## src/rtl/ro_meas_pkg.sv

```systemverilog
// Shared types and constants for the ring-oscillator measurement sequencer.
package ro_meas_pkg;

   // Sequencer states; PICK is a same-cycle decision and has no encoding
   typedef enum logic [2:0] {
      IDLE   = 3'd0,
      CLEAR  = 3'd1,
      SETTLE = 3'd2,
      GATE   = 3'd3,
      LATCH  = 3'd4,
      SEND   = 3'd5,
      SHIFT  = 3'd6,
      DONE   = 3'd7
   } state_t;

   // Oscillator indices as seen on counter_select / osc_mask
   localparam int OSC_NAND4     = 0;
   localparam int OSC_NAND4_CAP = 1;
   localparam int OSC_EINV_SUB  = 2;

   // Leading bits of every readout frame
   localparam logic [3:0] FRAME_HEADER = 4'b1010;

   // Readout frame length: header plus counter value
   function automatic int FRAME_LEN(input int counter_length);
      return counter_length + 4;
   endfunction

endpackage

```

## src/rtl/ro_seq_timer.sv

```systemverilog
// Loadable down-counter that times every timed sequencer state.
// It saturates at zero so it can never wrap.
module ro_seq_timer #(
   parameter int WIDTH = 16
) (
   input  logic             clk,
   input  logic             rst_n,
   input  logic             load,
   input  logic [WIDTH-1:0] load_value,
   output logic [WIDTH-1:0] value,
   output logic             expired
);

   localparam logic [WIDTH-1:0] ONE = WIDTH'(1);

   logic [WIDTH-1:0] value_reg;

   // Reload on state entry, otherwise count down and hold at zero
   always_ff @(posedge clk or negedge rst_n) begin
      if (!rst_n) begin
         value_reg <= '0;
      end else if (load) begin
         value_reg <= load_value;
      end else if (value_reg != '0) begin
         value_reg <= value_reg - ONE;
      end
   end

   assign value   = value_reg;
   assign expired = (value_reg == '0);

endmodule

```

## src/rtl/ro_measure_sequencer.sv

```systemverilog
// Autonomous run controller for the ring-oscillator measurement path:
// clear counters, open the gate window, latch, then read out each enabled
// oscillator through the shared readout shift register.
module ro_measure_sequencer
   import ro_meas_pkg::*;
#(
   parameter int COUNTER_LENGTH = 20,
   parameter int GATE_WIDTH     = 16,
   parameter int SYNC_CYCLES    = 4,
   parameter int SEND_LAT       = 3
) (
   input  logic                  clk,
   input  logic                  rst_n,
   input  logic                  start,
   input  logic                  continuous,
   input  logic                  abort,
   input  logic [GATE_WIDTH-1:0] gate_cycles,
   input  logic [2:0]            osc_mask,
   output logic                  ctr_reset,
   output logic                  latch_counter,
   output logic                  send_counter,
   output logic [1:0]            counter_select,
   output logic                  busy,
   output logic                  frame_active,
   output logic                  done
);

   // Timer width covers the largest gate window and the SHIFT span
   localparam int TW = (GATE_WIDTH > 8) ? GATE_WIDTH : 8;

   // Timer loads are duration-1: a state lasts until the timer reads zero
   localparam logic [TW-1:0]         SYNC_LOAD  = TW'(SYNC_CYCLES - 1);
   localparam logic [TW-1:0]         SHIFT_LOAD = TW'(SEND_LAT + FRAME_LEN(COUNTER_LENGTH) - 1);
   localparam logic [GATE_WIDTH-1:0] GATE_ONE   = GATE_WIDTH'(1);

   state_t                  state_reg, state_next;
   logic [GATE_WIDTH-1:0]   gate_reg, gate_next;
   logic [2:0]              remain_reg, remain_next;
   logic [1:0]              sel_next;
   logic                    tmr_load;
   logic [TW-1:0]           tmr_load_value;
   logic [TW-1:0]           tmr_value_unused;
   logic                    tmr_expired;
   logic [TW-1:0]           gate_load;

   // The count itself is not needed; only expiry drives the FSM
   ro_seq_timer #(.WIDTH(TW)) u_timer (
      .clk        (clk),
      .rst_n      (rst_n),
      .load       (tmr_load),
      .load_value (tmr_load_value),
      .value      (tmr_value_unused),
      .expired    (tmr_expired)
   );

   // A gate length of zero is stretched to a single cycle
   assign gate_load = (gate_reg == '0) ? '0 : TW'(gate_reg - GATE_ONE);

   // Next-state, shadow-config and timer-reload decisions (PICK resolved inline)
   always_comb begin
      state_next     = state_reg;
      gate_next      = gate_reg;
      remain_next    = remain_reg;
      sel_next       = counter_select;
      tmr_load       = 1'b0;
      tmr_load_value = SYNC_LOAD;
      if (abort) begin
         state_next = IDLE;
         sel_next   = 2'd0;
      end else begin
         case (state_reg)
            IDLE: begin
               if (start) begin
                  gate_next   = gate_cycles;
                  remain_next = osc_mask;
                  state_next  = CLEAR;
                  tmr_load    = 1'b1;
               end
            end
            CLEAR: begin
               if (tmr_expired) begin
                  state_next = SETTLE;
                  tmr_load   = 1'b1;
               end
            end
            SETTLE: begin
               if (tmr_expired) begin
                  state_next     = GATE;
                  tmr_load       = 1'b1;
                  tmr_load_value = gate_load;
               end
            end
            GATE: begin
               if (tmr_expired) begin
                  state_next = LATCH;
                  tmr_load   = 1'b1;
               end
            end
            LATCH, SHIFT: begin
               if (tmr_expired) begin
                  tmr_load       = 1'b1;
                  tmr_load_value = '0;
                  state_next     = SEND;
                  if (remain_reg[OSC_NAND4]) begin
                     sel_next                 = 2'(OSC_NAND4);
                     remain_next[OSC_NAND4]   = 1'b0;
                  end else if (remain_reg[OSC_NAND4_CAP]) begin
                     sel_next                   = 2'(OSC_NAND4_CAP);
                     remain_next[OSC_NAND4_CAP] = 1'b0;
                  end else if (remain_reg[OSC_EINV_SUB]) begin
                     sel_next                  = 2'(OSC_EINV_SUB);
                     remain_next[OSC_EINV_SUB] = 1'b0;
                  end else begin
                     state_next = DONE;
                  end
               end
            end
            SEND: begin
               state_next     = SHIFT;
               tmr_load       = 1'b1;
               tmr_load_value = SHIFT_LOAD;
            end
            DONE: begin
               if (continuous) begin
                  gate_next   = gate_cycles;
                  remain_next = osc_mask;
                  state_next  = CLEAR;
                  tmr_load    = 1'b1;
               end else begin
                  state_next = IDLE;
               end
            end
            default: state_next = IDLE;
         endcase
      end
   end

   // State, shadow config and registered outputs decoded from the next state
   always_ff @(posedge clk or negedge rst_n) begin
      if (!rst_n) begin
         state_reg      <= IDLE;
         gate_reg       <= '0;
         remain_reg     <= '0;
         counter_select <= 2'd0;
         ctr_reset      <= 1'b0;
         latch_counter  <= 1'b0;
         send_counter   <= 1'b0;
         frame_active   <= 1'b0;
         busy           <= 1'b0;
         done           <= 1'b0;
      end else begin
         state_reg      <= state_next;
         gate_reg       <= gate_next;
         remain_reg     <= remain_next;
         counter_select <= sel_next;
         ctr_reset      <= (state_next == CLEAR);
         latch_counter  <= (state_next == LATCH);
         send_counter   <= (state_next == SEND);
         frame_active   <= (state_next == SHIFT);
         busy           <= (state_next != IDLE);
         done           <= (state_next == DONE);
      end
   end

endmodule
```

## config.mk

```make
export PLATFORM = sky130hd
export DESIGN_NAME = ro_measure_sequencer
export DESIGN_NICKNAME = d
export VERILOG_FILES = /design/src/rtl/ro_meas_pkg.sv /design/src/rtl/ro_seq_timer.sv /design/src/rtl/ro_measure_sequencer.sv
export SDC_FILE = /design/constraint.sdc
export NUM_CORES = 1
export LEC_CHECK = 0
export CORE_ASPECT_RATIO = 1.4
export CORE_MARGIN = 8
export CORE_UTILIZATION = 56
export DETAILED_ROUTE_END_ITERATION = 6
export GPL_ROUTABILITY_DRIVEN = 0
export PLACE_DENSITY = 0.8
export SKIP_CTS_REPAIR_TIMING = 1
export SYNTH_ARGS = -nofsm -noshare
export SYNTH_HDL_FRONTEND = slang
export SYNTH_SLANG_ARGS = --single-unit
```

## constraint.sdc

```tcl
create_clock -name clk -period 3 [get_ports clk]
set_clock_uncertainty 0.1 [all_clocks]
set_input_delay 0.75 -clock clk [delete_from_list [all_inputs] [get_ports clk]]
set_output_delay 0.75 -clock clk [all_outputs]
set_load 0.1 [all_outputs]
```

==> results of run 1 <==
[stage by stage]
stage               util, %  setup WS [ps]  std cells  hold WS [ps]  power (µW)
finish                 68.2            335        349           303        2340
global route           68.2           87.7        349           329        2500
CTS                    68.2            326        349           312        2350
detailed placement     65.6           33.1        341           417        1880
global placement       65.6            113        341           415        1860
floorplan                 -            718        256           354        1660
[routing by layer]
layer / global-route usage (%) / vias up / share of wire (%)
met5: 0 / - / 0
met4: 7.11 / 0 / 2.2
met3: 3.72 / 8 / 3.6
met2: 27.8 / 36 / 53
met1: 18.9 / 972 / 42
li1: - / 988 / -
[cells in the mapped netlist (4+ instances only)]
cell type,number,area share (%)
a21o_1,4,1.1
a21oi_1,8,1.5
buf_2,8,1.5
dfrtp_1,46,44
inv_1,8,1.1
mux2_2,16,6.8
nand2_1,16,2.3
nand2b_1,5,1.2
nand3_1,6,1.1
nor2_1,14,2.0
nor3_1,12,2.3
nor3b_1,4,1.1
nor4_1,6,1.4
o21ai_0,6,1.1
o22ai_1,10,2.4
xnor2_1,15,5.0
xor2_1,13,4.3
[final cells by class]
cell class              instances  area [µm²]
fillers                       346        1440
multi-input cells             188        1380
flip-flops and latches         46        1150
repair buffers                 37         343
well taps                      62        77.6
clock buffers                   5        68.8
clock inverters                 3        48.8
inverters                       8        30.0
[where the power goes]
part | total (µW) | leakage, µW | switching, µW | internal, µW
clock | 465 | 0.0000563 | 212 | 253
sequential | 1040 | 0.000583 | 245 | 795
combinational | 836 | 0.000619 | 414 | 422
total | 2340 | 0.00126 | 870 | 1470
[how the worst min path moves through the flow]
stage / cells after the start / startpoint / slack, ps / endpoint
finish: 1 / rst_n / 300 / frame_active$_DFF_PN0_
global route: 1 / rst_n / 330 / frame_active$_DFF_PN0_
CTS: 1 / rst_n / 310 / frame_active$_DFF_PN0_
detailed placement: 1 / remain_reg[2]$_DFFE_PN0P_ / 420 / remain_reg[2]$_DFFE_PN0P_
global placement: 1 / remain_reg[2]$_DFFE_PN0P_ / 420 / remain_reg[2]$_DFFE_PN0P_
floorplan: 0 / rst_n / 350 / busy$_DFF_PN0_
[cell families after synthesis]
family | count (synthesis)
XOR/XNOR | 28
adder cells (fa/ha/maj) | 3
buffers and inverters | 22
multiplexers | 16
flip-flops | 46
AND/OR/NAND/NOR | 92
AO/OA/AOI/OAI | 49
[layout by cell type, fill, tap and decap left out, types with 4 or more instances in the layout]
cell type         n
a21oi_1           8
buf_4            13
xnor2_1          15
nor2_1           14
clkdlybuf4s50_1  22
a21o_1            4
nand2b_1          5
nand2_1          16
o21ai_0           6
inv_1             8
nor4_1            6
mux2_2           16
o22ai_1          10
nand3_1           6
nor3b_1           4
nor3_1           12
clkbuf_8          5
dfrtp_1          46
xor2_1           13
[worst register-to-register path: cells and delay by family (launching register included)]
family                     cells  cell delay (ps)
and+or+nand+nor                3             1150
buffers and inverters          1              110
AOI/OAI and AO/OA              2              520
adders and majority gates      1              190
DFF                            1              430
==> summary.md, run 1 <==
| Metric | Value |
|---|---|
| Wire length of the first global-routing pass | 9.43 mm |
| Horizontal die dimension | 74 µm |
| Timing endpoint of the critical path | u_timer.value[2]$_DFFE_PN0P_ |
| Final Hold Viols | 0 |
| Final clock period utilization by the worst path | 88.8% |
| Max-cap check violation count | 0 |
| Cell Pwr Density | 756 nW/µm² |
| R2R depth | 7 |
| Share of synthesized cell area in and, or, nand and nor gates | 21.9% |
| Setup violators final | 0 |
| Delay of the slowest cell on the worst path | 520 ps |
| Remaining antenna violation count after routing | 0 |
| Total placed instance area | 2980 µm² |
| Effective utilization at floorplan | 58.2% |
| Arrival time at the worst endpoint | 2780 ps |
| Setup slack of the most critical reg-to-reg path | 410 ps |
| Top Ports | 32 |
| Maximum resistive drop on vdd | 0.511 mV |
| Kind of start point of the critical path | primary input |
| Number of port buffers | 31 |
| Number of logic stages on the critical path including buffering | 6 |
| Flops & latches, synth | 46 |
| Critical register-to-register path startpoint | u_timer.value[0]$_DFFE_PN0P_ |
| Syn Nets | 283 |
| GRT Total Usage | 16.5% |
| Endpoint class of the critical path | flip-flop |
| Max Clock Freq | 375 MHz |
| Capture point of the worst reg-to-reg path | u_timer.value[2]$_DFFE_PN0P_ |
| Leakage power figure | 0.00126 µW |
| Outcome | complete, no violations |
| Post-synthesis xor/xnor area fraction | 9.30% |
| Bufs and invs on worst path | 1 |
| Site Rows | 29 |
| Time the worst path needs with I/O delays and setup | 2660 ps |
| Compound-Gate Fraction of Synth Area | 12.7% |
| Number of sinks on the clock net | 46 |
| Avg WL per Cell | 15.6 µm |
| Cell family with the largest share of critical-path delay | compound AO/OA/AOI/OAI gates |
| Fin nets | 313 |
| First-pass iteration count of the detailed router | 4 |
| Post-synth EDFFs | 0 |
| Critical setup path kind | in -> reg |
| Data required time at the worst endpoint | 3120 ps |
| Share of flip-flops with an asynchronous set or reset after synthesis | 100% |
| Type of the tightest min-delay check | in -> async |
| Worst-Margin Slew | 648 ps |
| H-tree depth | 2 |
| Synthesis warning total | 0 |
| Number of max-slew violations in the final report | 0 |
| Drc violations | 0 |
| Number of buffers created by CTS | 5 |
| Largest driver fanout on the critical path | 11 |
| Number of standard cells after synthesis | 256 |
| Largest buffer count on any clock path | 2 |
| Cells traversed along the worst timing path | clkdlybuf4s50_1, or3b_1, o311ai_1, a21o_1, nand3_1, o22ai_1 |
| Routed wire length | 5.44 mm |
| Pin count of the biggest net entering global routing | 25 |
| Area grow syn2layout | 17.3% |
| Via count | 2,004 |
| Unrepaired setup endpoints after global routing | no |
| Sum Neg Setup Slack | 0 ps |
| Clk pin slew, worst setup/hold paths | 90 ps |
| Number of antenna violations at the first check in global routing | 0 |
| Synth unique cells | 55 |
| Critical path's slowest cell | clkdlybuf4s50_1 |
| Predominant post-synthesis flop cell | dfrtp_1 |
| Average instance area after synthesis | 10.3 µm² |
| Fraction of final layout cells sized beyond drive strength 1 | 18.1% |
| Ratio of routed vias to standard cells | 5.74 |
| First-iteration detailed-routing DRC count | 48 |
| Adder and majority gate portion of the synthesized area | 1.42% |
| Clock Latency Late Sink | 310 ps |
| Leftover overflow at the end of global routing | 0 |
| Largest family of logic cells by synthesized area | simple AND/OR/NAND/NOR gates |
| Worst slew margin relative to its limit | 56.1% |
| Multiplexer share of the synthesized area | 6.83% |
| Area of the placeable core | 4540 µm² |
| CTS tree | yes |
| Post-detail-place hpwl | 4.15 mm |
| Critical Path Start | start |
| Die area | 7190 µm² |
| Final instance area | 3090 µm² |
| Cell at the root of the clock tree | clkbuf_8 |
| Sequential-to-total area share from yosys stat | 43.6% |
| Count of inserted antenna diode cells | 0 |
| Number of global-route vias before repair | 2,050 |
| Netlist area before placement | 2640 µm² |
| Height of the die | 97.2 µm |
Power figures use the tool's default switching activity.
==> run 2: changes to the inputs <==
- CORE_UTILIZATION: 56 -> 63
- DONT_BUFFER_PORTS: not set -> 1
- PLACE_DENSITY: 0.8 -> 0.79
- SLEW_MARGIN: not set -> 20
==> run 2 against run 1 <==
Effect of this change: clock power up 15%; register-to-register slack about the same; first-iteration DRC count up 35%; setup slack better by 89 ps; critical path depth up 1; sequential share of layout area up 4.3 points; clock-buffer cell count unchanged; cell area down 10%; routed wire length down 0.77%; worst hold slack worse by 260 ps; critical path type is now reg -> reg.
==> summary.md, run 2 (same netlist as run 1, synthesis figures left out) <==
| Metric | Value |
|---|---|
| Delay of the slowest cell on the worst path | 510 ps (about the same) |
| Ratio of routed vias to standard cells | 6.31 (+9.9%) |
| Horizontal die dimension | 70.7 µm (-4.5%) |
| Avg WL per Cell | 18.1 µm (+16%) |
| Final clock period utilization by the worst path | 85.9% (-3.0 points) |
| Number of antenna violations at the first check in global routing | 0 (unchanged) |
| Number of buffers created by CTS | 5 (unchanged) |
| Effective utilization at floorplan | 63.8% (+5.6 points) |
| Maximum resistive drop on vdd | 0.693 mV (+35%) |
| Capture point of the worst reg-to-reg path | done$_DFF_PN0_ |
| Count of inserted antenna diode cells | 0 (unchanged) |
| Area occupied by multi-input gates | 1380 µm² (unchanged) |
| Critical setup path kind | reg -> reg |
| Cell at the root of the clock tree | clkbuf_8 |
| Area grow syn2layout | 5.12% |
| Pin count of the biggest net entering global routing | 47 (+88%) |
| Internal Dissipation | 1510 µW (+2.6%) |
| Critical Path Start | u_timer.value[0]$_DFFE_PN0P_ |
| Time the worst path needs with I/O delays and setup | 2580 ps (-88.7 ps) |
| First-pass iteration count of the detailed router | 4 (unchanged) |
| Arrival time at the worst endpoint | 2690 ps (-90 ps) |
| Commonest cells after routing, fill and taps aside | dfrtp_1 (46), nand2_1 (16), mux2_2 (16) |
| Sum Neg Setup Slack | 0 ps (unchanged) |
| Cell family with the largest share of critical-path delay | simple AND/OR/NAND/NOR gates |
| Clk pin slew, worst setup/hold paths | 80 ps (about the same) |
| Leftover overflow at the end of global routing | 0 (unchanged) |
| Sw frac | 36.4% (-0.77 points) |
| R2R depth | 7 (unchanged) |
| Routed wire length | 5.40 mm (-0.77%) |
| H-tree depth | 2 (unchanged) |
| Crit path top cell by count | nor3b_1 |
| Post-detail-place hpwl | 4.01 mm (-3.4%) |
| Kind of start point of the critical path | flip-flop |
| Site Rows | 28 (-3.4%) |
| Fin nets | 279 (-11%) |
| Fraction of final layout cells sized beyond drive strength 1 | 15.8% (-2.3 points) |
| Setup violators final | 0 (unchanged) |
| Critical path's slowest cell | o311ai_1 |
| Setup slack of the most critical reg-to-reg path | 420 ps (about the same) |
| Cell Pwr Density | 855 nW/µm² (+13%) |
| Leakage power figure | 0.00112 µW (-11%) |
| Max-cap check violation count | 0 (unchanged) |
| Max Clock Freq | 388 MHz (+3.4%) |
| Number of port buffers | 0 (-100%) |
| Endpoint class of the critical path | flip-flop |
| Area of the placeable core | 4130 µm² (-8.9%) |
| Number of sinks on the clock net | 46 (unchanged) |
| Largest driver fanout on the critical path | 11 (unchanged) |
| Worst-Margin Slew | 920 ps (+272 ps) |
| Remaining antenna violation count after routing | 0 (unchanged) |
| Part of the total power dissipated in the clock network | 22.6% (+2.7 points) |
| Drc violations | 0 (unchanged) |
| Height of the die | 92.6 µm (-4.8%) |
| Largest buffer count on any clock path | 2 (unchanged) |
| Final Hold Viols | 0 (unchanged) |
| Number of global-route vias before repair | 1,912 (-6.7%) |
| Via count | 1,881 (-6.1%) |
| Worst slew margin relative to its limit | 38.7% (-17 points) |
| Outcome | complete, no violations |
| Clock Latency Late Sink | 300 ps (about the same) |
| Die area | 6540 µm² (-9.0%) |
| Sequential cell fraction of total power | 46.0% (+1.6 points) |
| Post-layout utilization of the core | 67.1% (-1.2 points) |
| Number of max-slew violations in the final report | 0 (unchanged) |
| Total of fill cells in the finished design | 312 (-9.8%) |
| Data required time at the worst endpoint | 3110 ps (about the same) |
| GRT Total Usage | 17.3% (+0.86 points) |
| Leading cell type in the layout, fill and taps excluded | dfrtp_1 |
| First-iteration detailed-routing DRC count | 65 (+35%) |
| Area of all sequential standard cells | 1150 µm² (unchanged) |
| Switch Pwr | 864 µW (-0.76%) |
| Top Ports | 32 (unchanged) |
| Type of the tightest min-delay check | in -> async |
| Bufs and invs on worst path | 1 (unchanged) |
| Unrepaired setup endpoints after global routing | no |
| CTS tree | yes |
| Logic pwr share | 31.4% (-4.3 points) |
| Cells traversed along the worst timing path | inv_1, ha_1, nor3b_1, nand4_2, a2bb2oi_1, o311ai_1, nor3b_1 |
| Critical register-to-register path startpoint | u_timer.value[0]$_DFFE_PN0P_ |
| Wire length of the first global-routing pass | 9.07 mm (-3.8%) |
## run 2: worst max-delay path by stage
stage | endpoint | cells past startpoint
floorplan | gate_reg[10]$_DFFE_PN0P_ | 7
global placement | done$_DFF_PN0_ | 5
detailed placement | done$_DFF_PN0_ | 7
CTS | done$_DFF_PN0_ | 7
global route | done$_DFF_PN0_ | 7
finish | done$_DFF_PN0_ | 7
## run 2: area by class of cell
type                    count  share of cell area (%)
clock buffers               5                    2.48
clock inverters             3                    2.48
inverters                   8                    1.08
multi-input cells         188                    49.6
flip-flops and latches     46                    41.5
well taps                  45                    2.03
repair buffers              3                   0.812
## run 2: power groups by stage
stage | Sequential (µW) | Combinational (µW) | Clock (µW)
floorplan | 1020 | 637 | 0
finish | 1090 | 744 | 535
detailed placement | 1100 | 733 | 0
CTS | 1090 | 745 | 547
global placement | 1090 | 707 | 0
global route | 1120 | 821 | 569
## run 2: metrics by stage
| step | total power, µW | cell area, µm² | std cells | hold WS (ps) | worst slack [ps] |
|---|---|---|---|---|---|
| after floorplan | 1660 | 2640 | 256 | 354 | 718 |
| after detailed placement | 1830 | 2640 | 290 | 355 | 478 |
| final | 2370 | 2770 | 298 | 39.6 | 424 |
| after CTS | 2380 | 2770 | 298 | 26.6 | 470 |
| after global placement | 1790 | 2640 | 290 | 355 | 632 |
| after global routing | 2510 | 2770 | 298 | 16.7 | 206 |
## run 2: routing by layer
layer / vias up / track usage [%] / share of wire, %
met3: 18 / 4.97 / 4.6
met2: 40 / 28.9 / 51
li1: 926 / - / -
met5: - / 0 / 0
met1: 897 / 19.1 / 41
met4: 0 / 10.5 / 3.9
## run 2: worst register-to-register path: stages (launching register included)
cell and delay [ps]:
dfrtp_1 440, inv_1 110, ha_1 150, nor3b_1 370, nand4_2 330, a2bb2oi_1 240
o311ai_1 510, nor3b_1 240
==> run 3: changes to the inputs <==
- ABC_AREA: not set -> 1
- CORE_UTILIZATION: 63 -> 39
- PLACE_DENSITY: 0.79 -> not set
==> run 3 against run 2 <==
Effect of this change: register-to-register slack improved by 400 ps; synthesized cell count increased by 66%; clock-buffer cell count increased by 2; die area increased by 65%; sequential cell count unchanged; cell area increased by 14%; via count increased by 31%; routed wire length increased by 23%; largest cell class unchanged; largest power group is now combinational logic; highest routed layer unchanged.
==> summary.md, run 3 <==
| Metric | Value |
|---|---|
| Data required time at the worst endpoint | 3130 ps (+20 ps) |
| Total of fill cells in the finished design | 818 (+160%) |
| Kind of start point of the critical path | flip-flop |
| Height of the die | 120 µm (+29%) |
| Number of standard cells after synthesis | 426 (+66%) |
| Max-cap check violation count | 0 (unchanged) |
| Pin count of the biggest net entering global routing | 47 (unchanged) |
| Fraction of final layout cells sized beyond drive strength 1 | 6.07% (-9.7 points) |
| Post-detail-place hpwl | 5.24 mm (+31%) |
| CTS tree | yes |
| Clock Latency Late Sink | 310 ps (about the same) |
| Flops & latches, synth | 46 (unchanged) |
| Arrival time at the worst endpoint | 2300 ps (-390 ps) |
| Number of port buffers | 0 (unchanged) |
| Netlist area before placement | 3000 µm² (+14%) |
| Post-synth EDFFs | 0 (unchanged) |
| Synth area leaders | dfrtp_1 (38%), nand2_1 (16%), nor2_1 (7.6%) |
| Cell at the root of the clock tree | clkbuf_8 |
| Drc violations | 0 (unchanged) |
| Type of the tightest min-delay check | in -> async |
| Most area-hungry cell type in the Yosys netlist | dfrtp_1 |
| Critical register-to-register path startpoint | u_timer.value[0]$_DFFE_PN0P_ |
| Max Clock Freq | 460 MHz (+19%) |
| Number of max-slew violations in the final report | 0 (unchanged) |
| Power, Total | 3000 µW (+27%) |
| Leakage power figure | 0.00164 µW (+47%) |
| Average instance area after synthesis | 7.03 µm² (-32%) |
| Horizontal die dimension | 90.1 µm (+27%) |
| Ratio of routed vias to standard cells | 4.68 (-26%) |
| Number of buffers created by CTS | 5 (unchanged) |
| Synth unique cells | 27 (-51%) |
| Number of antenna violations at the first check in global routing | 0 (unchanged) |
| Outcome | complete, no violations |
| Area grow syn2layout | 5.93% |
| Remaining antenna violation count after routing | 0 (unchanged) |
| Sum Neg Setup Slack | 0 ps (unchanged) |
| Critical Path Start | u_timer.value[0]$_DFFE_PN0P_ |
| Predominant post-synthesis flop cell | dfrtp_1 |
| Number of sinks on the clock net | 46 (unchanged) |
| Wire length of the first global-routing pass | 11.6 mm (+27%) |
| Final Hold Viols | 0 (unchanged) |
| First-pass iteration count of the detailed router | 4 (unchanged) |
| Commonest cells after routing, fill and taps aside | nand2_1 (126), nor2_1 (61), inv_1 (55) |
| Time the worst path needs with I/O delays and setup | 2170 ps (-404 ps) |
| Critical setup path kind | reg -> reg |
| Worst slew margin relative to its limit | 40.1% (+1.5 points) |
| Cell Pwr Density | 946 nW/µm² (+11%) |
| GRT Total Usage | 12.9% (-4.5 points) |
| Setup slack of the most critical reg-to-reg path | 830 ps (+400 ps) |
| Largest buffer count on any clock path | 2 (unchanged) |
| Top cells by instance count after synthesis | nand2_1 (126), nor2_1 (61), inv_1 (55) |
| Setup violators final | 0 (unchanged) |
| Setup ws final | 828 ps (+404 ps) |
| Unrepaired setup endpoints after global routing | no |
| Largest driver fanout on the critical path | 34 (+23) |
| Endpoint class of the critical path | flip-flop |
| First-iteration detailed-routing DRC count | 156 (+140%) |
| Sequential-to-total area share from yosys stat | 38.4% (-5.2 points) |
| Count of inserted antenna diode cells | 0 (unchanged) |
| Avg WL per Cell | 12.5 µm (-31%) |
| Die area | 10,800 µm² (+65%) |
| Site Rows | 38 (+36%) |
| H-tree depth | 2 (unchanged) |
| Most frequent cell after synthesis | nand2_1 |
| Routed wire length | 6.62 mm (+23%) |
| Leftover overflow at the end of global routing | 0 (unchanged) |
| Number of global-route vias before repair | 2,524 (+32%) |
| Final clock period utilization by the worst path | 72.4% (-13 points) |
| Syn Nets | 453 (+60%) |
| Top-area cell type share of the netlist area | 38.4% (-5.2 points) |
| Effective utilization at floorplan | 39.4% (-24 points) |
| Synthesis warning total | 0 (unchanged) |
| Clk pin slew, worst setup/hold paths | 80 ps (about the same) |
| Via count | 2,473 (+31%) |
| Fin nets | 454 (+63%) |
| Leading cell type in the layout, fill and taps excluded | nand2_1 |
| Worst-Margin Slew | 898 ps (-22.5 ps) |
| Top Ports | 32 (unchanged) |
| Placement-stage worst setup slack | 782 ps (+303 ps) |
| Maximum resistive drop on vdd | 0.430 mV (-38%) |
| Area of the placeable core | 7610 µm² (+84%) |
| Share of flip-flops with an asynchronous set or reset after synthesis | 100% (unchanged) |
## run 3: cell types whose count changed in the layout (fill, tap and decap cells not counted), moves of 7 or more
cell	delta
nand2_1	+110
inv_1	+47
nor2_1	+47
nand3_1	+22
mux2_2	-16
o21ai_1	+12
xnor2_1	-12
o22ai_1	-10
a21oi_1	+9
nand4_1	+7
nor3_1	-7
o21ai_0	+7
xor2_1	+7
## run 3: final cells by class
class | instances | area, µm² | area share [%]
well taps | 100 | 125 | 3.94
multi-input cells | 318 | 1580 | 49.8
clock inverters | 1 | 30.0 | 0.946
clock buffers | 7 | 76.3 | 2.41
flip-flops and latches | 46 | 1150 | 36.3
inverters | 56 | 210 | 6.62
## run 3: worst paths after layout
kind | end | cells after the start
min reg2reg | u_timer.value[1]$_DFFE_PN0P_ | 2
min in group clk | u_timer.value[1]$_DFFE_PN0P_ | 2
max in group asynchronous | u_timer.value[0]$_DFFE_PN0P_ | 0
max | gate_reg[3]$_DFFE_PN0P_ | 12
max reg2reg | gate_reg[3]$_DFFE_PN0P_ | 12
min | gate_reg[12]$_DFFE_PN0P_ | 0
## run 3: routing by layer
metal  GRT usage (%)  wire length [µm]  vias to the layer above
met3            1.69               120                       10
met5               0                 0                        -
met1            14.6              2960                     1101
met4            5.96               158                        0
li1                -                 -                     1331
met2            23.3              3370                       31
## run 3: power breakdown
| part | switching [µW] | internal (µW) | leakage (µW) |
|---|---|---|---|
| clock | 204 | 249 | 0.0000524 |
| sequential | 266 | 846 | 0.000593 |
| combinational | 940 | 499 | 0.000995 |
| total | 1410 | 1590 | 0.00164 |
## run 3: kinds of logic (layout without fill, tap and decap cells)
| group | Yosys count | after routing | share of synthesized area, % |
|---|---|---|---|
| and+or+nand+nor | 249 | 249 | 37.4 |
| buffers and inverters | 62 | 64 | 8.81 |
| DFF | 46 | 46 | 38.4 |
| AOI/OAI and AO/OA | 43 | 43 | 7.39 |
| xor gates and xnor gates | 23 | 23 | 6.73 |
| adders and majority gates | 3 | 3 | 1.25 |
## run 3: worst max-delay path: stages (launching register included)
cell and delay [ps]:
dfrtp_1 390, inv_1 100, ha_1 180, inv_1 40, nor2_1 80, nand2_1 110, nor2_4 200, nand2_4 120
nand2_2 110, nand3_4 120, nor2_8 330, nand2_1 100, o21ai_1 90
## run 3: per-stage QoR
step / util (%) / instance area [µm²] / hold WS [ps] / std cells
floorplan: - / 3000 / 349 / 426
global placement: 40.3 / 3070 / 356 / 520
detailed placement: 40.3 / 3070 / 356 / 520
CTS: 41.7 / 3170 / 19.2 / 528
global route: 41.7 / 3170 / 12.0 / 528
finish: 41.7 / 3170 / 28.6 / 528
